[config.mk]
export PLATFORM = sky130hd
export DESIGN_NAME = tse_reset_sequencer
export DESIGN_NICKNAME = d
export VERILOG_FILES = /design/src/rtl/tse_reset_sequencer.sv
export SDC_FILE = /design/constraint.sdc
export NUM_CORES = 1
export LEC_CHECK = 0
export CORE_ASPECT_RATIO = 0.9
export CORE_MARGIN = 1.5
export CORE_UTILIZATION = 45
export CTS_CLUSTER_SIZE = 12
export DETAILED_ROUTE_END_ITERATION = 7
export HOLD_SLACK_MARGIN = 0.1
export PLACE_DENSITY = 0.71
export SLEW_MARGIN = 20
export SYNTH_ARGS = -nofsm -noshare
export SYNTH_HDL_FRONTEND = slang
export SYNTH_SLANG_ARGS = --single-unit
[constraint.sdc]
create_clock -name HCLK -period 2 [get_ports HCLK]
set_input_delay 0.5 -clock HCLK [delete_from_list [all_inputs] [get_ports HCLK]]
set_output_delay 0.5 -clock HCLK [all_outputs]
set_load 0.01 [all_outputs]
[src/rtl/tse_reset_sequencer.sv]
//==============================================================================
// Module  : tse_reset_sequencer
// Brief   : Sequences TSE MAC system/TX/RX reset release after PLL lock.
//           Optional line-clock monitors: define TSE_RSTSEQ_CLKMON_EN.
// Revision: 1.0
//==============================================================================
`default_nettype none

module tse_reset_sequencer #(
    parameter int HOLD_CYCLES   = 16,
    parameter int STAGE_GAP     = 4,
    parameter int LOCK_TIMEOUT  = 1024,
    parameter int CLKMON_WINDOW = 64
) (
    input  logic       HCLK,
    input  logic       HRESETn,
    input  logic       pll_lock,
    input  logic       soft_rst_req,
    input  logic       err_clr,
    input  logic       tx_clk_tgl,
    input  logic       rx_clk_tgl,
    output logic       sys_rst_n,
    output logic       tx_rst_n,
    output logic       rx_rst_n,
    output logic       busy,
    output logic [2:0] state_o,
    output logic       lock_err,
    output logic [1:0] clk_err
);

    localparam int c_MAX_A   = (HOLD_CYCLES > STAGE_GAP) ? HOLD_CYCLES : STAGE_GAP;
    localparam int c_MAX_B   = (LOCK_TIMEOUT > CLKMON_WINDOW) ? LOCK_TIMEOUT : CLKMON_WINDOW;
    localparam int c_MAX     = (c_MAX_A > c_MAX_B) ? c_MAX_A : c_MAX_B;
    localparam int c_CNT_W   = ($clog2(c_MAX) < 1) ? 1 : $clog2(c_MAX);
    localparam int c_WIN_W   = $clog2(CLKMON_WINDOW + 1);

    typedef enum logic [2:0] {
        S_RESET = 3'd0,
        S_HOLD  = 3'd1,
        S_LOCK  = 3'd2,
        S_SYS   = 3'd3,
        S_TX    = 3'd4,
        S_RX    = 3'd5,
        S_RUN   = 3'd6
    } state_t;

    state_t               r_state;
    state_t               w_next;
    logic [c_CNT_W-1:0]   r_cnt;
    logic                 r_lock_s1;
    logic                 r_lock_s;
    logic                 w_reload;
    logic                 w_lock_to;
    logic                 w_tx_dead;
    logic                 w_rx_dead;
    logic                 w_active;
    logic                 w_abort;
    logic [1:0]           w_clk_set;

    always_ff @(posedge HCLK or negedge HRESETn) begin
        if (!HRESETn) begin
            r_lock_s1 <= 1'b0;
            r_lock_s  <= 1'b0;
        end else begin
            r_lock_s1 <= pll_lock;
            r_lock_s  <= r_lock_s1;
        end
    end

`ifdef TSE_RSTSEQ_CLKMON_EN
    logic [1:0]         r_tx_sync;
    logic [1:0]         r_rx_sync;
    logic               r_tx_prev;
    logic               r_rx_prev;
    logic [c_WIN_W-1:0] r_tx_win;
    logic [c_WIN_W-1:0] r_rx_win;
    logic               w_tx_edge;
    logic               w_rx_edge;

    assign w_tx_edge = r_tx_sync[1] ^ r_tx_prev;
    assign w_rx_edge = r_rx_sync[1] ^ r_rx_prev;
    assign w_tx_dead = (r_tx_win == c_WIN_W'(CLKMON_WINDOW));
    assign w_rx_dead = (r_rx_win == c_WIN_W'(CLKMON_WINDOW));

    // Window counters restart on every detected toggle edge and stick at the limit.
    always_ff @(posedge HCLK or negedge HRESETn) begin
        if (!HRESETn) begin
            r_tx_sync <= '0;
            r_rx_sync <= '0;
            r_tx_prev <= 1'b0;
            r_rx_prev <= 1'b0;
            r_tx_win  <= '0;
            r_rx_win  <= '0;
        end else begin
            r_tx_sync <= {r_tx_sync[0], tx_clk_tgl};
            r_rx_sync <= {r_rx_sync[0], rx_clk_tgl};
            r_tx_prev <= r_tx_sync[1];
            r_rx_prev <= r_rx_sync[1];
            if (w_tx_edge)
                r_tx_win <= '0;
            else if (!w_tx_dead)
                r_tx_win <= r_tx_win + 1'b1;
            if (w_rx_edge)
                r_rx_win <= '0;
            else if (!w_rx_dead)
                r_rx_win <= r_rx_win + 1'b1;
        end
    end
`else
    logic w_unused_tgl;
    assign w_unused_tgl = tx_clk_tgl ^ rx_clk_tgl;
    assign w_tx_dead    = 1'b0;
    assign w_rx_dead    = 1'b0;
`endif

    assign w_active  = (r_state == S_SYS) || (r_state == S_TX) ||
                       (r_state == S_RX)  || (r_state == S_RUN);
    assign w_abort   = soft_rst_req || !r_lock_s || w_tx_dead || w_rx_dead;
    assign w_clk_set = {w_active & w_rx_dead, w_active & w_tx_dead};

    always_comb begin
        w_next    = r_state;
        w_reload  = 1'b0;
        w_lock_to = 1'b0;
        case (r_state)
            S_RESET: w_next = S_HOLD;
            S_HOLD: begin
                if (soft_rst_req)
                    w_reload = 1'b1;
                else if (r_cnt == c_CNT_W'(HOLD_CYCLES - 1))
                    w_next = S_LOCK;
            end
            S_LOCK: begin
                // A dead line clock only blocks the exit here; the timeout retries.
                if (soft_rst_req)
                    w_next = S_HOLD;
                else if (r_lock_s && !w_tx_dead && !w_rx_dead)
                    w_next = S_SYS;
                else if (r_cnt == c_CNT_W'(LOCK_TIMEOUT - 1)) begin
                    w_next    = S_HOLD;
                    w_lock_to = 1'b1;
                end
            end
            S_SYS: begin
                if (w_abort)
                    w_next = S_HOLD;
                else if (r_cnt == c_CNT_W'(STAGE_GAP - 1))
                    w_next = S_TX;
            end
            S_TX: begin
                if (w_abort)
                    w_next = S_HOLD;
                else if (r_cnt == c_CNT_W'(STAGE_GAP - 1))
                    w_next = S_RX;
            end
            S_RX:    w_next = w_abort ? S_HOLD : S_RUN;
            S_RUN:   w_next = w_abort ? S_HOLD : S_RUN;
            default: w_next = S_RESET;
        endcase
    end

    // Outputs decode the next state so they move on the same edge as state_o.
    always_ff @(posedge HCLK or negedge HRESETn) begin
        if (!HRESETn) begin
            r_state   <= S_RESET;
            r_cnt     <= '0;
            sys_rst_n <= 1'b0;
            tx_rst_n  <= 1'b0;
            rx_rst_n  <= 1'b0;
            busy      <= 1'b1;
            state_o   <= 3'd0;
            lock_err  <= 1'b0;
            clk_err   <= 2'b00;
        end else begin
            r_state <= w_next;
            if (w_reload || (w_next != r_state))
                r_cnt <= '0;
            else if (r_cnt != {c_CNT_W{1'b1}})
                r_cnt <= r_cnt + 1'b1;
            sys_rst_n <= (w_next == S_SYS) || (w_next == S_TX) ||
                         (w_next == S_RX)  || (w_next == S_RUN);
            tx_rst_n  <= (w_next == S_TX) || (w_next == S_RX) || (w_next == S_RUN);
            rx_rst_n  <= (w_next == S_RX) || (w_next == S_RUN);
            busy      <= (w_next != S_RUN);
            state_o   <= w_next;
            lock_err  <= w_lock_to | (lock_err & ~err_clr);
            clk_err   <= w_clk_set | (clk_err & ~{2{err_clr}});
        end
    end

endmodule

`default_nettype wire

# ---- Yosys cells after proc, flatten, opt, wreduce, memory -nomap -nowiden
# Index checks and enable logic that the tools add are counted.
dict set report word_totals {
  output_inout_bits 10
  reg_bits 22
  input_bits 7
}
dict set report op_classes {
  n_mux 19
  add_sub_neg 1
  n_bitwise 5
  n_eq_ne 16
  n_reduce_logical 12
}
# op n
set op_table {}
lappend op_table {{2-to-1 mux 3 bit} 10}
lappend op_table {{2-to-1 mux 10 bit} 2}
lappend op_table {{== test 3 bit, second input constant} 6}
lappend op_table {{case mux 3 bit (6 select lines)} 1}
lappend op_table {{adder 10 x 1 -> 10 bit, second input constant} 1}
lappend op_table {{== test 10 bit, second input constant} 1}
lappend op_table {{== test 10 x 2 -> 1 bit, second input constant} 1}
lappend op_table {{== test 10 x 4 -> 1 bit, second input constant} 1}
lappend op_table {{inequality test 10 bit, second input constant} 1}
lappend op_table {{== test 3 x 2 -> 1 bit, second input constant} 3}
lappend op_table {{logical OR 1 bit} 8}
lappend op_table {{2-to-1 mux 1 bit} 6}
lappend op_table {{== test 3 x 1 -> 1 bit, second input constant} 1}
lappend op_table {{logical NOT 3 bit} 1}
lappend op_table {{inequality test 3 bit} 1}
lappend op_table {{inequality test 3 bit, second input constant} 1}
lappend op_table {{bitwise AND 2 bit} 1}
lappend op_table {{inverter 2 bit} 1}
lappend op_table {{nonzero test 2 bit} 1}
lappend op_table {{OR reduction 2 bit} 1}
lappend op_table {{bitwise AND 1 bit} 1}
lappend op_table {{logical NOT 1 bit} 1}
lappend op_table {{inverter 1 bit} 1}
lappend op_table {{bitwise OR 1 bit} 1}

# ---- Logic depth before layout (Yosys ltp)
# Gate-level depths: netlist (run 1).
dict set report depth {
  ltp_word 9
  mapped_depth 8
  mapped_depth_nobuf 7
}

# ---- Worst setup path before layout (run 1)
# Ideal clock, no wire load.
dict set report synth_timing {
  path_type {register to register}
  start {reg r_cnt[0]}
  end {reg r_cnt[9]}
  path_buffers 2
  stages_incl_launch_ff 9
  setup_slack_ns 0.086
  arrival_ns 1.807
  path_cell_list {dfrtp_1 -> ha_1 -> and3_2 -> buf_4 -> a41oi_1 -> o2111ai_1 -> nor2b_1 -> buf_2 -> a2111oi_4}
}
dict set report synth_via {
  elab_chain_len 8
  elab_cells_between_ends 20
  cone_classes {1 x add/sub; 5 x eq/ne; 12 x mux; 2 x reduce/logical}
}
# element line
set synth_rtl {}
lappend synth_rtl {{from (decl)} 49} ;# logic [c_CNT_W-1:0] r_cnt;
lappend synth_rtl {{from (signal assigned)} 179} ;# r_cnt <= r_cnt + 1'b1;
lappend synth_rtl {{== test 10 bit} 139} ;# else if (r_cnt == c_CNT_W'(LOCK_TIMEOUT - 1)) begin
lappend synth_rtl {{2-to-1 mux 3 bit} 139}
lappend synth_rtl {{2-to-1 mux 3 bit} 137} ;# else if (r_lock_s && !w_tx_dead && !w_rx_dead)
lappend synth_rtl {{2-to-1 mux 3 bit} 135} ;# if (soft_rst_req)
lappend synth_rtl {{case mux 3 bit (6 select lines)} 125} ;# case (r_state)
lappend synth_rtl {{inequality test 3 bit} 176} ;# if (w_reload || (w_next != r_state))
lappend synth_rtl {{logical OR 1 bit} 176}
lappend synth_rtl {{2-to-1 mux 10 bit or nonzero test 2 bit (tied branches)} --}
# Several ways; a longest one is shown, not always the timed one. The select of a mux whose other input is x is not followed.
# A chain may end at the register's enable or synchronous reset.

# ---- Worst setup path in the final report (run 1)
dict set report layout_timing {
  start {reg r_cnt[6]}
  end {reg r_cnt[9]}
}
# Same word-level chain as after synthesis.

==> results of run 1 <==
-- cells in the mapped netlist, types with 2 or more instances --
cell type / instances
a21o_1: 2
and2b_2: 2
and3_2: 3
buf_2: 3
buf_4: 2
dfrtp_1: 21
inv_1: 4
mux2i_1: 2
nand2_1: 7
nand2b_1: 3
nand3_1: 5
nand4_1: 7
nor2_1: 3
nor2b_1: 4
nor3_1: 9
nor3b_1: 2
o21ai_0: 4
o31ai_1: 2
or2_2: 2
xor2_1: 5
-- stage by stage --
stage | hold slack (ns) | setup TNS [ns] | power, mW | setup slack [ns]
global route | 0.385 | -0.0628 | 0.970 | -0.0327
CTS | 0.379 | -0.138 | 0.931 | -0.0220
finish | 0.371 | 0 | 0.926 | 0.0574
global placement | 0.333 | -5.07 | 0.572 | -0.470
detailed placement | 0.348 | -5.60 | 0.575 | -0.518
floorplan | 0.204 | 0 | 0.521 | 0.0858
-- registers in the layout (all words and copies together), names as in the netlist --
signal / cells
sys_rst_n: 1
busy: 1
r_cnt: 10
rx_rst_n: 1
r_lock_s1: 1
r_state: 3
lock_err: 1
tx_rst_n: 1
clk_err: 2
r_lock_s: 1
-- power by group through the flow --
stage          registers (mW)  logic (mW)  clock network, mW
2_1_floorplan           0.478      0.0435                  0
3_3_place_gp            0.477      0.0947                  0
3_5_place_dp            0.478      0.0971                  0
4_1_cts                 0.470       0.107              0.355
5_1_grt                 0.472       0.122              0.375
6_report                0.470       0.111              0.345
-- critical path: cells and delay by family, from the launching register on --
family | cells | cell delay, ns
mux | 1 | 0.36
simple gates | 2 | 0.55
compound gates | 2 | 0.49
flops | 1 | 0.45
-- kinds of logic (layout without fill, tap and decap cells) --
logic type               count (synthesis)  count (layout)
buffers and inverters                    9              47
XOR/XNOR                                 6               6
adder cells (fa/ha/maj)                  2               2
flip-flops                              22              22
AO/OA/AOI/OAI                           17              17
AND/OR/NAND/NOR                         52              52
multiplexers                             3               4
-- per-layer routing --
layer	vias up	global-route usage
met4	0	0.0698
met1	485	0.282
met3	4	0.0430
met2	24	0.328
li1	483	-
met5	-	0
-- path summary, 6_finish.rpt --
path	startpoint	endpoint	slack, ns
max	r_cnt[6]	r_cnt[9]	0.06
min	r_lock_s1	r_lock_s	0.37
max reg2reg	r_cnt[6]	r_cnt[9]	0.06
min reg2reg	r_lock_s1	r_lock_s	0.37
max in group asynchronous	HRESETn	busy	1.21
min in group asynchronous	HRESETn	rx_rst_n	0.52
-- timing repair --
| action | CTS | global route |
|---|---|---|
| gates resized for setup | 7 | 14 |
| setup endpoints to repair | 10 | 13 |
| cloned | 1 | 0 |
| buffers inserted | 0 | 3 |
| pin swaps | 0 | 8 |
-- layout make-up --
class                      instances  area share
sequential                        22       0.333
inverter                           4     0.00902
timing repair buffer              39       0.206
multi-input combinational         81       0.399
tap                               28      0.0211
clock inverter                     1      0.0180
clock buffer                       3      0.0135
==> results.yml, run 1 <==
placed_design:
  io_buffers: 14
  hpwl_um: 1890
  place_congestion: 0.889
  post-place-cells: 170
  dpl-instance-area_sq_um: 1490
grt:
  grt_pass1_vias: 940
  grt_pass1_wl_um: 4450
  grt_util_all_layers: 0.206
  grt_overflow: 0
  grt_max_degree: 23
  antenna_found_initial: 0
synth:
  synthSimpleGateAreaFrac: 0.272
  yosysWarnings: 0
  synthAdderAreaFrac: 0.0192
  ys_ff_latch: 22
  yosys.area.top_type: "dfrtp_1"
  synthArstFlopShare: 1.00
  synth_area_per_cell_sq_um: 10.6
  yosysUniqueCellTypes: 39
  yosysSeqAreaShare: 0.471
  synth_area_leaders: "dfrtp_1 (45%), nor3_1 (3.8%), nand4_1 (3.7%)"
  synth_top_family_by_area: "simple AND/OR/NAND/NOR gates"
  synthCells: 111
  synth_nets: 119
  synth_compound_area_frac: 0.124
  synth_ff_type: "dfrtp_1"
  synth_area_sq_um: 1170
  synth_edf_count: 0
  synth_top_cell_area_share: 0.449
  synthMuxAreaShare: 0.0299
  synth-xor-area-share: 0.0449
clock_tree:
  postCtsHoldBufs: 0
  clk_pin_slew_ns: 0.13
  cts_tree: "done"
  cts_sinks: 22
  cts_buffers: 3
  htreeDepth: 1
  clock-root-buffer: "clkbuf_4"
  clock_latency_ns: 0.31
  clockBufferDepth: 2
power:
  power.switching_mw: 0.206
  internal_power_mw: 0.720
  p_clk_frac: 0.373
  cellPowerDensity_nw_per_um2: 556
  ir_drop_mv: 0.468
  total_leakage_power_nw: 0.770
  switching_share: 0.223
  seq_power_share: 0.507
  pwr-share-comb: 0.120
flow_run:
  max_cap_viol_count: 0
setup_path:
  cpMaxStageDelayCell: "dfrtp_2"
  critPathKind: "register to register"
  cp_max_fo: 5
  cpPeakStageDelay_ns: 0.45
  crit_required_ns: 2.22
  worstSetupEndpointType: "register"
  path_cells: "nor4_4 > nand4_1 > o221a_4 > mux2_4 > a2111oi_4"
  reg2reg_depth: 5
  worstSetupStartpointType: "register"
  crit_arrival_ns: 2.16
die:
  placementRows: 17
  core_area_sq_um: 2470
  io_pins: 17
  die_h_um: 51.4
  fp.dieW_um: 56.8
  die_area_sq_um: 2920
  initial_core_util: 0.475
hold_path:
  min_path_cells: 0
  hp-class: "register to register"
sta:
  min_period_ns: 1.94
  setup_viol: 0
  tightest_slew_ns: 0.388
  slew-limit-headroom: 0.740
  slew_viol_final: 0
  fmax_mhz: 515
  finalHoldViolations: 0
  rsz0062_at_grt: "yes"
  fin_crit_sh: 0.971
  clock_skew_ns: 0.00306
route:
  ant_nets: 0
  first_pass_iters: 4
  vias_per_cell: 5.60
  wl_per_cell_um: 15.4
  dr_wl_met2_um: 1320
  drt-met1-wl_um: 1280
  post-route-drc-count: 0
  wl_met3_um: 103
  wirelength_um: 2740
  top_layer: "met4"
  drtIter0Drc: 24
  vias: 996
final_layout:
  fin_util: 0.674
  instances_no_fill: 178
  fillers: 201
  drive_above_1_share: 0.407
  antenna_cells: 0
  area_growth_pct: 42.1
  multiInputGateArea_sq_um: 664
  fin_area_sq_um: 1660
  final_common_cell: "buf_4"
  nets: 159
  seqCellArea_sq_um: 554
  mostFrequentLayoutCells: "buf_4 (24), dfrtp_1 (19), clkdlybuf4s50_1 (13), nor3_2 (8)"
outcome:
  status: "completed"
Power figures use the tool's default switching activity.
==> inputs of run 2 (changes only) <==
--- a/config.mk
+++ b/config.mk
@@ -5,13 +5,16 @@
 export SDC_FILE = /design/constraint.sdc
 export NUM_CORES = 1
 export LEC_CHECK = 0
+export CAP_MARGIN = 40
+export CELL_PAD_IN_SITES_DETAIL_PLACEMENT = 2
+export CELL_PAD_IN_SITES_GLOBAL_PLACEMENT = 2
 export CORE_ASPECT_RATIO = 0.9
 export CORE_MARGIN = 1.5
-export CORE_UTILIZATION = 45
+export CORE_UTILIZATION = 30
 export CTS_CLUSTER_SIZE = 12
 export DETAILED_ROUTE_END_ITERATION = 7
 export HOLD_SLACK_MARGIN = 0.1
-export PLACE_DENSITY = 0.71
+export PLACE_DENSITY_LB_ADDON = 0.1
 export SLEW_MARGIN = 20
 export SYNTH_ARGS = -nofsm -noshare
 export SYNTH_HDL_FRONTEND = slang
==> constraint.sdc (replaced) <==
create_clock -name HCLK -period 2 [get_ports HCLK]
set_input_delay 0.3 -clock HCLK [delete_from_list [all_inputs] [get_ports HCLK]]
set_output_delay 0.3 -clock HCLK [all_outputs]
set_load 0.01 [all_outputs]
==> run 2 against run 1 <==
The flow now finishes with violations (setup timing). Via count is 0.70% lower. Sequential power about the same. Largest power group unchanged. Combinational power fell by 4%. Design area down 3.5%. Non-clock buffer count is 8 lower. Cell count grew 5.6%. Fmax down 3.1%. Global-route usage is 2.1 points lower. Core utilization is 24 points lower. Highest routed layer unchanged.
==> results.yml, run 2 (same netlist as run 1, synthesis figures left out) <==
outcome:
  status: "finished, violations left"
  violations: "setup timing"
setup_path:
  worstSetupStartpointType: "register"
  worstSetupEndpointType: "register"
  regToRegStartpoint: "r_cnt[1]"
  crit_arrival_ns: 2.17
  cpMaxStageDelayCell: "dfrtp_1"
  cp-startpoint: "r_cnt[1]"
  cpPeakStageDelay_ns: 0.37
  path_cells: "ha_2 > and3_2 > nand4_1 > o221a_4 > mux2_4 > a2111oi_4"
  crit_buf_inv: 0
  cp_max_fo: 5
  crit_family: "compound AO/OA/AOI/OAI gates"
  critPathKind: "register to register"
  crit_required_ns: 2.17
grt:
  antenna_found_initial: 0
  grt_max_degree: 23
  grt_pass1_wl_um: 5800
  grt_util_all_layers: 0.185
  grt_overflow: 0
  grt_pass1_vias: 1047
hold_path:
  min-delay-start: "r_lock_s1"
  hp-class: "register to register"
clock_tree:
  cts_buffers: 3
  clock-root-buffer: "clkbuf_8"
  cts_tree: "done"
  clockBufferDepth: 2
  postCtsHoldBufs: 0
  clock_latency_ns: 0.27
  clk_pin_slew_ns: 0.09
  htreeDepth: 1
  cts_sinks: 22
route:
  vias: 989
  vias_per_cell: 5.26
  wl_met3_um: 90
  dr_wl_met2_um: 1710
  ant_nets: 0
  first_pass_iters: 4
  wirelength_um: 3500
  top_layer: "met4"
  wl_per_cell_um: 18.6
  drtIter0Drc: 35
  drt-met1-wl_um: 1700
  post-route-drc-count: 0
sta:
  setup_viol: 1
  rsz0062_at_grt: "yes"
  finalHoldViolations: 0
  fin_crit_sh: 1.00
  fmax_mhz: 499
  min_period_ns: 2.00
  slew_viol_final: 0
  slew-limit-headroom: 0.664
  fin_ws_ns: -0.00378
  tightest_slew_ns: 0.499
  fin_tns_setup_ns: -0.00378
  clock_skew_ns: 0.00889
flow_run:
  max_cap_viol_count: 0
placed_design:
  hpwl_um: 2420
  place_congestion: 0.712
  io_buffers: 14
final_layout:
  nets: 151
  drive_above_1_share: 0.331
  largest_register_ffs: 10
  reg_top3: "r_cnt: 10 flops, r_state: 3 flops, clk_err: 2 flops"
  fin_util: 0.430
  top_register: "r_cnt"
  final_common_cell: "dfrtp_1"
  mostFrequentLayoutCells: "dfrtp_1 (20), buf_4 (17), clkdlybuf4s50_1 (14), nand2_1 (7), nand4_1 (7)"
  area_growth_pct: 37.1
  antenna_cells: 0
power:
  ir_drop_mv: 0.495
  cellPowerDensity_nw_per_um2: 631
  total_leakage_power_nw: 0.700
die:
  die_h_um: 62.3
  fp.dieW_um: 68.9
  io_pins: 17
  core_area_sq_um: 3730
  die_area_sq_um: 4290
  placementRows: 21
  initial_core_util: 0.314
## run 2: cell count changes in the layout (fill, tap and decap cells not counted), sizes merged
cell           before  now
buf                25   17
clkdlybuf4s50      13   14
dlymetal6s2s        1    0
## run 2: layout make-up
type / count / area (sq um)
fill: 402 / 2130
clock buffer: 3 / 41.3
multi-input combinational: 81 / 641
timing repair buffer: 31 / 268
clock inverter: 1 / 30.0
inverter: 4 / 15.0
tap: 46 / 57.6
sequential: 22 / 553
## run 2: power breakdown
group / leakage (nW) / internal (mW) / switching (mW)
Sequential: 0.289 / 0.459 / 0.0136
Clock: 0.0357 / 0.268 / 0.166
Combinational: 0.375 / 0.0548 / 0.0517
Total: 0.700 / 0.781 / 0.231
## run 2: final timing paths
check / end / depth (start not counted) / slack (ns)
min reg2reg: r_lock_s / 0 / 0.36
max reg2reg: r_cnt[9] / 6 / -0.004
max: r_cnt[9] / 6 / -0.004
min in group asynchronous: r_cnt[9] / 2 / 0.37
min: r_lock_s / 0 / 0.36
max in group asynchronous: busy / 2 / 1.35
## run 2: stage by stage
stage | instances | cell area (sq um) | setup WS (ns) | total power [mW] | hold WS (ns)
floorplan | 111 | 1170 | 0.0858 | 0.521 | 0.00441
finish | 188 | 1610 | -0.00378 | 1.01 | 0.356
CTS | 188 | 1580 | 0.00672 | 1.01 | 0.359
global placement | 183 | 1470 | -0.193 | 0.573 | 0.333
global route | 188 | 1610 | -0.107 | 1.06 | 0.373
detailed placement | 183 | 1470 | -0.266 | 0.580 | 0.340
## run 2: timing repair
action                     4_1_cts  5_1_grt
resized for setup                6        7
gates cloned                     1        0
pin swaps                        0        0
setup endpoints to repair       11       12
buffers inserted                 1        0
## run 2: layer usage
metal  track usage  vias to the layer above
met2         0.267                       11
met5             0                        -
met4        0.0221                        0
met3        0.0399                        2
met1         0.292                      501
li1              -                      475
